$ cat config.mk
export PLATFORM = sky130hd
export DESIGN_NAME = axi_slv_rd_mo
export DESIGN_NICKNAME = d
export VERILOG_FILES = /design/src/rtl/axi_pkg.sv /design/src/rtl/axi_burst_addr.sv /design/src/rtl/axi_rd_ar_fifo.sv /design/src/rtl/axi_slv_rd_mo.sv
export SDC_FILE = /design/constraint.sdc
export NUM_CORES = 1
export LEC_CHECK = 0
export CELL_PAD_IN_SITES_DETAIL_PLACEMENT = 1
export CELL_PAD_IN_SITES_GLOBAL_PLACEMENT = 1
export CORE_ASPECT_RATIO = 0.75
export CORE_MARGIN = 2
export CORE_UTILIZATION = 53
export DETAILED_ROUTE_END_ITERATION = 10
export PLACE_DENSITY = 0.95
export SLEW_MARGIN = 20
export SYNTH_ARGS = -nofsm -noshare
export SYNTH_HDL_FRONTEND = slang
export SYNTH_SLANG_ARGS = --single-unit
$ cat constraint.sdc
create_clock -name clk -period 15.7 [get_ports clk]
set_clock_uncertainty 0.2 [all_clocks]
set_input_delay 2.355 -clock clk [delete_from_list [all_inputs] [get_ports clk]]
set_output_delay 2.355 -clock clk [all_outputs]
set_load 0.01 [all_outputs]
$ cat src/rtl/axi_pkg.sv
// rtl/axi_pkg.sv - shared AXI burst/resp encodings and read FSM states
package axi_pkg;

  localparam logic [1:0] BURST_FIXED = 2'd0;
  localparam logic [1:0] BURST_INCR  = 2'd1;
  localparam logic [1:0] BURST_WRAP  = 2'd2;

  localparam logic [1:0] RESP_OKAY   = 2'd0;
  localparam logic [1:0] RESP_SLVERR = 2'd2;
  localparam logic [1:0] RESP_DECERR = 2'd3;

  typedef enum logic [1:0] {ST_IDLE, ST_FETCH, ST_RESP} rd_state_t;

  // Only 2/4/8/16-beat WRAP bursts have a power-of-two wrap window.
  function automatic logic wrap_len_ok(input logic [31:0] len);
    return (len == 32'd1) || (len == 32'd3) || (len == 32'd7) || (len == 32'd15);
  endfunction

endpackage

$ cat src/rtl/axi_burst_addr.sv
// rtl/axi_burst_addr.sv - combinational next beat address for FIXED/INCR/WRAP bursts
module axi_burst_addr #(
  parameter int ADDR_W = 16,
  parameter int LEN_W  = 8
) (
  input  logic [ADDR_W-1:0] addr,
  input  logic [ADDR_W-1:0] start,
  input  logic [2:0]        size,
  input  logic [LEN_W-1:0]  len,
  input  logic [1:0]        burst,
  output logic [ADDR_W-1:0] next_addr
);
  import axi_pkg::*;

  logic [ADDR_W-1:0] bytes, incr, total, mask;

  always_comb begin
    bytes     = ADDR_W'(1) << size;
    incr      = addr + bytes;
    total     = bytes * (ADDR_W'(len) + ADDR_W'(1));
    mask      = total - ADDR_W'(1);
    next_addr = incr;
    if (burst == BURST_FIXED)
      next_addr = addr;
    else if (burst == BURST_WRAP && wrap_len_ok(32'(len)))
      next_addr = (start & ~mask) | (incr & mask);
  end

endmodule

$ cat src/rtl/axi_rd_ar_fifo.sv
// rtl/axi_rd_ar_fifo.sv - AR command queue with head and next-head peek
module axi_rd_ar_fifo #(
  parameter int W     = 8,
  parameter int DEPTH = 4
) (
  input  logic                     clk,
  input  logic                     rst_n,
  input  logic                     push,
  input  logic [W-1:0]             push_data,
  input  logic                     pop,
  output logic [W-1:0]             head,
  output logic [W-1:0]             next_head,
  output logic [$clog2(DEPTH):0]   count
);
  localparam int PW = $clog2(DEPTH);
  localparam int CW = PW + 1;

  logic [W-1:0]  mem [DEPTH];
  logic [PW-1:0] wr_ptr, rd_ptr;

  always_ff @(posedge clk or negedge rst_n) begin
    if (!rst_n) begin
      wr_ptr <= '0;
      rd_ptr <= '0;
      count  <= '0;
    end else begin
      if (push) wr_ptr <= wr_ptr + PW'(1);
      if (pop)  rd_ptr <= rd_ptr + PW'(1);
      count <= count + CW'(push) - CW'(pop);
    end
  end

  always_ff @(posedge clk) begin
    if (push) mem[wr_ptr] <= push_data;
  end

  assign head = mem[rd_ptr];
  // Entry that becomes head after a pop; with one entry it is whatever is being pushed now.
  assign next_head = (count == CW'(1)) ? push_data : mem[rd_ptr + PW'(1)];

endmodule

$ cat src/rtl/axi_slv_rd_mo.sv
// rtl/axi_slv_rd_mo.sv - AXI read slave with multiple outstanding in-order ARs
module axi_slv_rd_mo #(
  parameter int          ID_W   = 4,
  parameter int          ADDR_W = 16,
  parameter int          DATA_W = 32,
  parameter int          LEN_W  = 8,
  parameter int          DEPTH  = 4,
  parameter int          LAT    = 2,
  parameter logic [31:0] BASE   = 32'h0,
  parameter logic [31:0] SPAN   = 32'h8000
) (
  input  logic              clk,
  input  logic              rst_n,
  input  logic [ID_W-1:0]   arid,
  input  logic [ADDR_W-1:0] araddr,
  input  logic [LEN_W-1:0]  arlen,
  input  logic [2:0]        arsize,
  input  logic [1:0]        arburst,
  input  logic              arvalid,
  output logic              arready,
  output logic [ID_W-1:0]   rid,
  output logic [DATA_W-1:0] rdata,
  output logic [1:0]        rresp,
  output logic              rlast,
  output logic              rvalid,
  input  logic              rready
);
  import axi_pkg::*;

  localparam int CNT_W = $clog2(DEPTH) + 1;

  typedef struct packed {
    logic [ID_W-1:0]   id;
    logic [ADDR_W-1:0] addr;
    logic [LEN_W-1:0]  len;
    logic [2:0]        size;
    logic [1:0]        burst;
    logic              decerr;
  } ar_ent_t;

  typedef struct packed {
    logic [DATA_W-1:0] data;
    logic [1:0]        resp;
    logic              last;
  } beat_t;

  ar_ent_t           push_ent, head, nxt, start_ent;
  logic [CNT_W-1:0]  count;
  logic              push, pop, last_hs, start_go, step_go;
  rd_state_t         state;
  logic [3:0]        lat_cnt;
  logic [LEN_W-1:0]  beat_idx;
  logic [ADDR_W-1:0] beat_addr, next_addr;
  beat_t             b_start, b_step, b_fetch;

  function automatic beat_t mk_beat(input ar_ent_t e, input logic [ADDR_W-1:0] a,
                                    input logic [LEN_W-1:0] idx);
    beat_t b;
    logic  bad_burst;
    bad_burst = (e.burst == BURST_WRAP && !wrap_len_ok(32'(e.len))) || (e.burst == 2'b11);
    b.last = (idx == e.len);
    b.data = e.decerr ? '0 : DATA_W'({e.id, a});
    if (e.decerr)
      b.resp = RESP_DECERR;
    else if (bad_burst || (b.last && (&e.id)))
      b.resp = RESP_SLVERR;
    else
      b.resp = RESP_OKAY;
    return b;
  endfunction

  assign arready  = (count < CNT_W'(DEPTH));
  assign push     = arvalid && arready;
  // Offset compare covers both ends of the region with one unsigned test.
  assign push_ent = '{id: arid, addr: araddr, len: arlen, size: arsize, burst: arburst,
                      decerr: ((32'(araddr) - BASE) >= SPAN)};

  axi_rd_ar_fifo #(.W($bits(ar_ent_t)), .DEPTH(DEPTH)) u_ar_fifo (
    .clk       (clk),
    .rst_n     (rst_n),
    .push      (push),
    .push_data (push_ent),
    .pop       (pop),
    .head      (head),
    .next_head (nxt),
    .count     (count)
  );

  axi_burst_addr #(.ADDR_W(ADDR_W), .LEN_W(LEN_W)) u_burst_addr (
    .addr      (beat_addr),
    .start     (head.addr),
    .size      (head.size),
    .len       (head.len),
    .burst     (head.burst),
    .next_addr (next_addr)
  );

  assign last_hs   = (state == ST_RESP) && rready && rlast;
  assign pop       = last_hs;
  assign step_go   = (state == ST_RESP) && rready && !rlast;
  assign start_ent = (state == ST_RESP) ? nxt : head;
  assign start_go  = ((state == ST_IDLE) && (count != '0)) ||
                     (last_hs && ((count > CNT_W'(1)) || push));
  assign b_start   = mk_beat(start_ent, start_ent.addr, '0);
  assign b_step    = mk_beat(head, next_addr, beat_idx + LEN_W'(1));
  assign b_fetch   = mk_beat(head, beat_addr, beat_idx);

  always_ff @(posedge clk or negedge rst_n) begin
    if (!rst_n) begin
      state     <= ST_IDLE;
      lat_cnt   <= '0;
      beat_idx  <= '0;
      beat_addr <= '0;
      rvalid    <= 1'b0;
      rlast     <= 1'b0;
      rid       <= '0;
      rdata     <= '0;
      rresp     <= RESP_OKAY;
    end else if (start_go) begin
      beat_idx  <= '0;
      beat_addr <= start_ent.addr;
      lat_cnt   <= '0;
      rid       <= start_ent.id;
      if (start_ent.decerr) begin
        state                 <= ST_RESP;
        rvalid                <= 1'b1;
        {rdata, rresp, rlast} <= b_start;
      end else begin
        state  <= ST_FETCH;
        rvalid <= 1'b0;
        rlast  <= 1'b0;
      end
    end else if (step_go) begin
      beat_idx  <= beat_idx + LEN_W'(1);
      beat_addr <= next_addr;
      lat_cnt   <= '0;
      if (head.decerr) begin
        {rdata, rresp, rlast} <= b_step;
      end else begin
        state  <= ST_FETCH;
        rvalid <= 1'b0;
        rlast  <= 1'b0;
      end
    end else if (last_hs) begin
      state  <= ST_IDLE;
      rvalid <= 1'b0;
      rlast  <= 1'b0;
    end else if (state == ST_FETCH) begin
      if (lat_cnt == 4'(LAT - 1)) begin
        state                 <= ST_RESP;
        rvalid                <= 1'b1;
        {rdata, rresp, rlast} <= b_fetch;
      end else begin
        lat_cnt <= lat_cnt + 4'd1;
      end
    end
  end

endmodule
==> run_results.csv <==
group,metric,value,unit
outcome,status,"finished, final reports clean",
placement,post-dp-hpwl,26900,µm
layout,area_growth,11.9,%
setup_path,r2r-start,"u_ar_fifo.rd_ptr[1]",
setup_path,worstPathMaxFanout,59,
sta,fin_crit_sh,51.2,%
detailed_routing,drc,0,
clock_network,ctsResizeCount,0,
detailed_routing,dr.pass1.iters,5,
sta,worst_slew_pin_slew,1.15,ns
sta,finalSetupTns,0,ns
clock_network,cts.sinks,200,
clock_network,htreeDepth,4,
sta,post-route-min-period,8.04,ns
layout,nFillCells,2298,
grt,grt_pass1_vias,10300,
floorplanning,rows,48,
yosys,yosysTopAreaCell,"edfxtp_1",
sta,maxSlewHeadroom,23.4,%
floorplanning,die_h,137,µm
detailed_routing,detail-route-antenna-nets,0,
setup_path,cpPeakStageDelay,0.69,ns
sta,final_hold_viol_count,0,
detailed_routing,dr.first_iter.drc_count,901,
floorplanning,io_pins,78,
detailed_routing,via_per_inst,6.60,
grt,grt.met3_usage,6.93,%
layout,antenna_cells,0,
setup_path,reg2reg_depth,23,
clock_network,cts_tree,"yes",
yosys,syn_avg_cell_area,12.1,µm²
yosys,netlist_area,12500,µm²
hold_path,hold_path_class,"flop to flop",
detailed_routing,dr_total_vias,9241,
setup_path,slowest_stage,"buf_4",
grt,grt_pass1_wl,61600,µm
grt,grt.met1_usage,41.3,%
floorplanning,initial_core_util,54.3,%
grt,track_usage,33.5,%
sta,setup_violations,0,
yosys,ys_warn_count,0,
clock_network,clock_path_buffers,2,
layout,nets,1239,
setup_path,crit_path_start,"u_ar_fifo.rd_ptr[1]",
placement,io_buffers,65,
detailed_routing,finalWirelength,39300,µm
yosys,yosys.area.top_type_share,32.5,%
setup_path,path_common_cell,"inv_1",
yosys,synth_ff_type,"edfxtp_1",
clock_network,cts_buffers,17,
setup_path,cp.arrival,8.17,ns
yosys,ys_seq_area_share,45.3,%
grt,grtUsageMet2,57.2,%
yosys,yosys_register_bits,200,
grt,grt.busiest_layer,"met2",
hold_path,hold_depth,2,
clock_network,clkLatencyLatePin,0.47,ns
setup_path,start_kind,"flop",
setup_path,crit_path_end_kind,"flop",
floorplanning,die_w,182,µm
setup_path,crit_chain,"buf_4 > mux4_2 > ha_1 > inv_1 > xnor2_1 > nand2_1 > fa_1 > inv_1 > fa_1 > inv_1 > fa_1 > inv_1 > fa_1 > inv_1 > fa_1 > inv_1 > ha_1 > a2111oi_0 > o21ai_0 > a21o_1 > a21oi_1 > mux2i_1 > o221ai_1",
yosys,syn_inst,1038,
clock_network,cts_root_buf,"clkbuf_16",
placement,gp_congestion,0.946,
detailed_routing,avgRoutedWirePerCell,28.0,µm
clock_network,path_clk_slew,0.09,ns
setup_path,reg2reg_slack,7.66,ns
grt,antenna_found_initial,0,
yosys,synth.distinct_cells,61,
layout,drive_above_1_share,10.1,%
sta,rsz0062_at_grt,"no",
floorplanning,core_area,23100,µm²
setup_path,r2r-end,"beat_addr[8]",
grt,grt_max_degree,65,
hold_path,holdCritStartpoint,"rid[3]",
yosys,synth_edf_count,136,
setup_path,worstSetupEndpoint,"beat_addr[8]",
sta,drv_slew,0,
grt,grt-ovfl-total,0,
yosys,async_reset_ff_share,32.0,%
setup_path,required,15.83,ns
job,drv_cap,0,
setup_path,path_class,"flop to flop",
clock_network,cts_hold_buffers,0,
sta,fmax,124,MHz
yosys,synthTopCellsByArea,"edfxtp_1 (33%), dfrtp_1 (13%), mux4_2 (9.5%), fa_1 (7.7%), ha_1 (6.6%)",
clock_network,post_cts_buffers,0,
floorplanning,dieArea,24900,µm²
==> how the worst min path moves through the flow <==
stage,end
floorplan,beat_addr[4]
global placement,rid[3]
detailed placement,rid[1]
CTS,rid[3]
global route,rdata[11]
finish,rid[3]
==> critical path: cells and delay by family (launching register included) <==
| kind | cells | cell delay, ns |
|---|---|---|
| XOR/XNOR | 1 | 0.50 |
| AO/OA/AOI/OAI | 5 | 1.46 |
| multiplexers | 2 | 0.88 |
| adder cells (fa/ha/maj) | 7 | 3.24 |
| buffers and inverters | 7 | 1.13 |
| flip-flops | 1 | 0.35 |
| AND/OR/NAND/NOR | 1 | 0.17 |
==> metal layers <==
layer / share of wire (%) / vias up
li1: - / 3843
met1: 39 / 4741
met2: 49 / 507
met3: 7.4 / 150
met4: 5.0 / 0
met5: 0 / -
==> Yosys cell counts (21+ instances only) <==
cell type  number
a22o_1         21
nand2_1        73
ha_1           66
clkbuf_1       25
a21oi_1        38
fa_1           48
mux4_2         53
nand2b_1       24
dfrtp_1        64
nor2_1         77
edfxtp_1      136
xnor2_1        41
mux2i_1        28
inv_1          85
o21ai_0        37
==> through the flow <==
step                hold slack (ns)  cell area (µm²)  utilization (%)  cells  setup WS [ns]
floorplan                     0.285            12600                -   1049           8.98
detailed placement            0.284            13400             58.0   1369           7.91
global route                  0.346            14000             60.7   1401           7.32
finish                        0.315            14000             60.7   1401           7.66
global placement              0.264            13400             58.0   1369           8.53
CTS                           0.315            14000             60.7   1401           7.77
==> state kept, by name (all words and copies together), names as in the netlist <==
register	count
beat_addr	16
rresp	2
u_ar_fifo.mem	136
beat_idx	8
rid	4
state	1
rlast	1
u_ar_fifo.count	3
rvalid	1
u_ar_fifo.wr_ptr	2
u_ar_fifo.rd_ptr	2
rdata	20
lat_cnt	4
==> kinds of logic after synthesis <==
group / share of synthesized area, %
other: 0.0299
buffers and inverters: 4.71
AO/OA/AOI/OAI: 9.41
AND/OR/NAND/NOR: 10.2
flip-flops: 45.3
adder cells (fa/ha/maj): 14.2
XOR/XNOR: 4.26
multiplexers: 11.8
==> layout by cell type, fill, tap and decap left out, drive strengths merged, types with 13 or more instances in the layout <==
master         synthesis  layout
nand2b                24      24
xnor2                 41      41
mux2i                 28      28
nand3                 20      20
o21ai                 43      43
a211oi                13      13
nor2                  78      78
dfrtp                 64      64
inv                   85      90
a21oi                 38      38
nand2                 74      74
clkbuf                25      17
clkdlybuf4s50          0      64
a22o                  21      21
edfxtp               136     136
mux4                  53      53
xor2                  20      20
nor2b                 13      13
fa                    48      48
ha                    66      66
==> cell type report <==
type / instances / area [µm²] / share of cell area (%)
multi-input cells: 711 / 6340 / 45.1
flip-flops and latches: 200 / 5690 / 40.5
repair buffers: 73 / 706 / 5.03
clock buffers: 17 / 425 / 3.03
well taps: 300 / 375 / 2.67
inverters: 85 / 319 / 2.27
clock inverters: 15 / 188 / 1.34
Power is left out: the tool's default activity adds up to more than one toggle a clock period on the data nets, which glitch-free logic cannot reach.
==> variant, RTL diff (config.mk and constraints unchanged) <==
`ADDR_W` is set to 16 in 2 places; all go to 17.
--- a/src/rtl/axi_burst_addr.sv
+++ b/src/rtl/axi_burst_addr.sv
@@ -1,5 +1,5 @@
 // rtl/axi_burst_addr.sv - combinational next beat address for FIXED/INCR/WRAP bursts
 module axi_burst_addr #(
-  parameter int ADDR_W = 16,
+  parameter int ADDR_W = 17,
   parameter int LEN_W  = 8
 ) (
--- a/src/rtl/axi_slv_rd_mo.sv
+++ b/src/rtl/axi_slv_rd_mo.sv
@@ -2,5 +2,5 @@
 module axi_slv_rd_mo #(
   parameter int          ID_W   = 4,
-  parameter int          ADDR_W = 16,
+  parameter int          ADDR_W = 17,
   parameter int          DATA_W = 32,
   parameter int          LEN_W  = 8,
Ports: changed (resized araddr); port bits go from 78 to 79. No check against the original RTL was run, so the function may have changed too.
==> variant against the original RTL <==
Sequential cell count grew 6; critical path depth fell by 1; cell area rose by 4.6%; synthesized area up 3.3%; core utilization up 0.56 points; worst setup slack worse by 0.13 ns; via count rose by 7.5%; highest routed layer is now met5; wire length increased by 6.9%.
Power is left out: the tool's default activity adds up to more than one toggle a clock period on the data nets, which glitch-free logic cannot reach.
==> variant: results (changes against the original RTL) <==
outcome completed; clk tree area frac 5.04% (+0.68 points); Synth top cells by count edfxtp_1 (140), nand2_1 (94), inv_1 (92); GRT Total Usage 32.4% (-1.2 points); met2 routed WL 19.8 mm (+2.7%); non-clk buf share 5.04% (+0.016 points); Detailed Route Iter0 Violations 1117 (+24%); mux contribution to synthesized area 12.3% (+0.48 points); Crit Path Max Fanout 53 (-10%); headroom to the max-slew limit 24.1% (+0.62 points); global routing met3 resource utilization 7.62% (+0.69 points); post-synthesis adder-cell area fraction 14.3% (+0.033 points); fraction of area in multi-input gates 44.9% (-0.28 points); number of non-clock buffers in the layout 75 (+2.7%); met3 wire length 4.12 mm (+42%); 1st-pass router iterations 6 (+1); biggest registers after layout u_ar_fifo.mem x140, rdata x21, beat_addr x17; Clk Latency, worst-skew pair 0.55 ns (+0.08 ns); DR WL/cell 28.2 microns (+0.59%); WP data arrival 8.38 ns (+0.21 ns); Post-synth EDFFs 140 (+2.9%); hold-critical path depth 1 (-1); sequential cell area 5860 sq um (+3.0%); multi-input logic cell count 745 (+4.8%); Post-Synth XOR/XNOR Area 3.45% (-0.81 points); Post-Synthesis Cells 1087 (+4.7%); clk sinks 206 (+3.0%); initial antenna violation count 2 (+2); H-tree lvl count 1 (-3); fraction of layout cells with a size suffix above 1 10.3% (+0.19 points); DP Worst Slack 7.52 ns (-0.389 ns); dpl cells 1448 (+5.8%); post-DP HPWL 28.2 mm (+5.0%); clk buf depth 3 (+1); met2 GRT Util 52.3% (-4.9 points); largest net degree at the start of global routing 67 (+3.1%); M1 GR Usage 41.4% (+0.077 points); GPL Wtd Cong 0.920 (-2.8%); M1 WL 15.7 mm (+3.8%); Seq/Total Area, Yosys 45.2% (-0.12 points); compound-cell area share of the yosys netlist 9.43% (+0.012 points); Via density 6.67 (+1.2%); Clk pin slew, worst setup/hold paths 0.07 ns (-0.02 ns); Post-synth ARST share 32.0% (+0.039 points); Vias 9936 (+7.5%); Post-DP Area 13900 sq um (+3.6%)
-- variant: cell count changes after synthesis, moves of 5 or more --
cell,change
nand2_1,+21
o21ai_0,+17
and3_1,+8
inv_1,+7
a21o_1,-6
nand2b_1,-6
a31oi_1,-5
ha_1,+5
nand4_1,-5
nor2_1,+5
or3_1,+5
xnor2_1,-5
xor2_1,-5
-- variant: path summary, 6_finish.rpt --
| check | startpoint | end | slack (ns) |
|---|---|---|---|
| worst max register to register | u_ar_fifo.rd_ptr[0] | beat_addr[15] | 7.53 |
| min in group asynchronous | rst_n | u_ar_fifo.wr_ptr[0] | 1.77 |
| worst max-delay path | u_ar_fifo.rd_ptr[0] | beat_addr[15] | 7.53 |
| max in group asynchronous | rst_n | u_ar_fifo.rd_ptr[0] | 12.81 |
| worst min register to register | rid[1] | rid[1] | 0.29 |
| worst min-delay path | rid[1] | rid[1] | 0.29 |
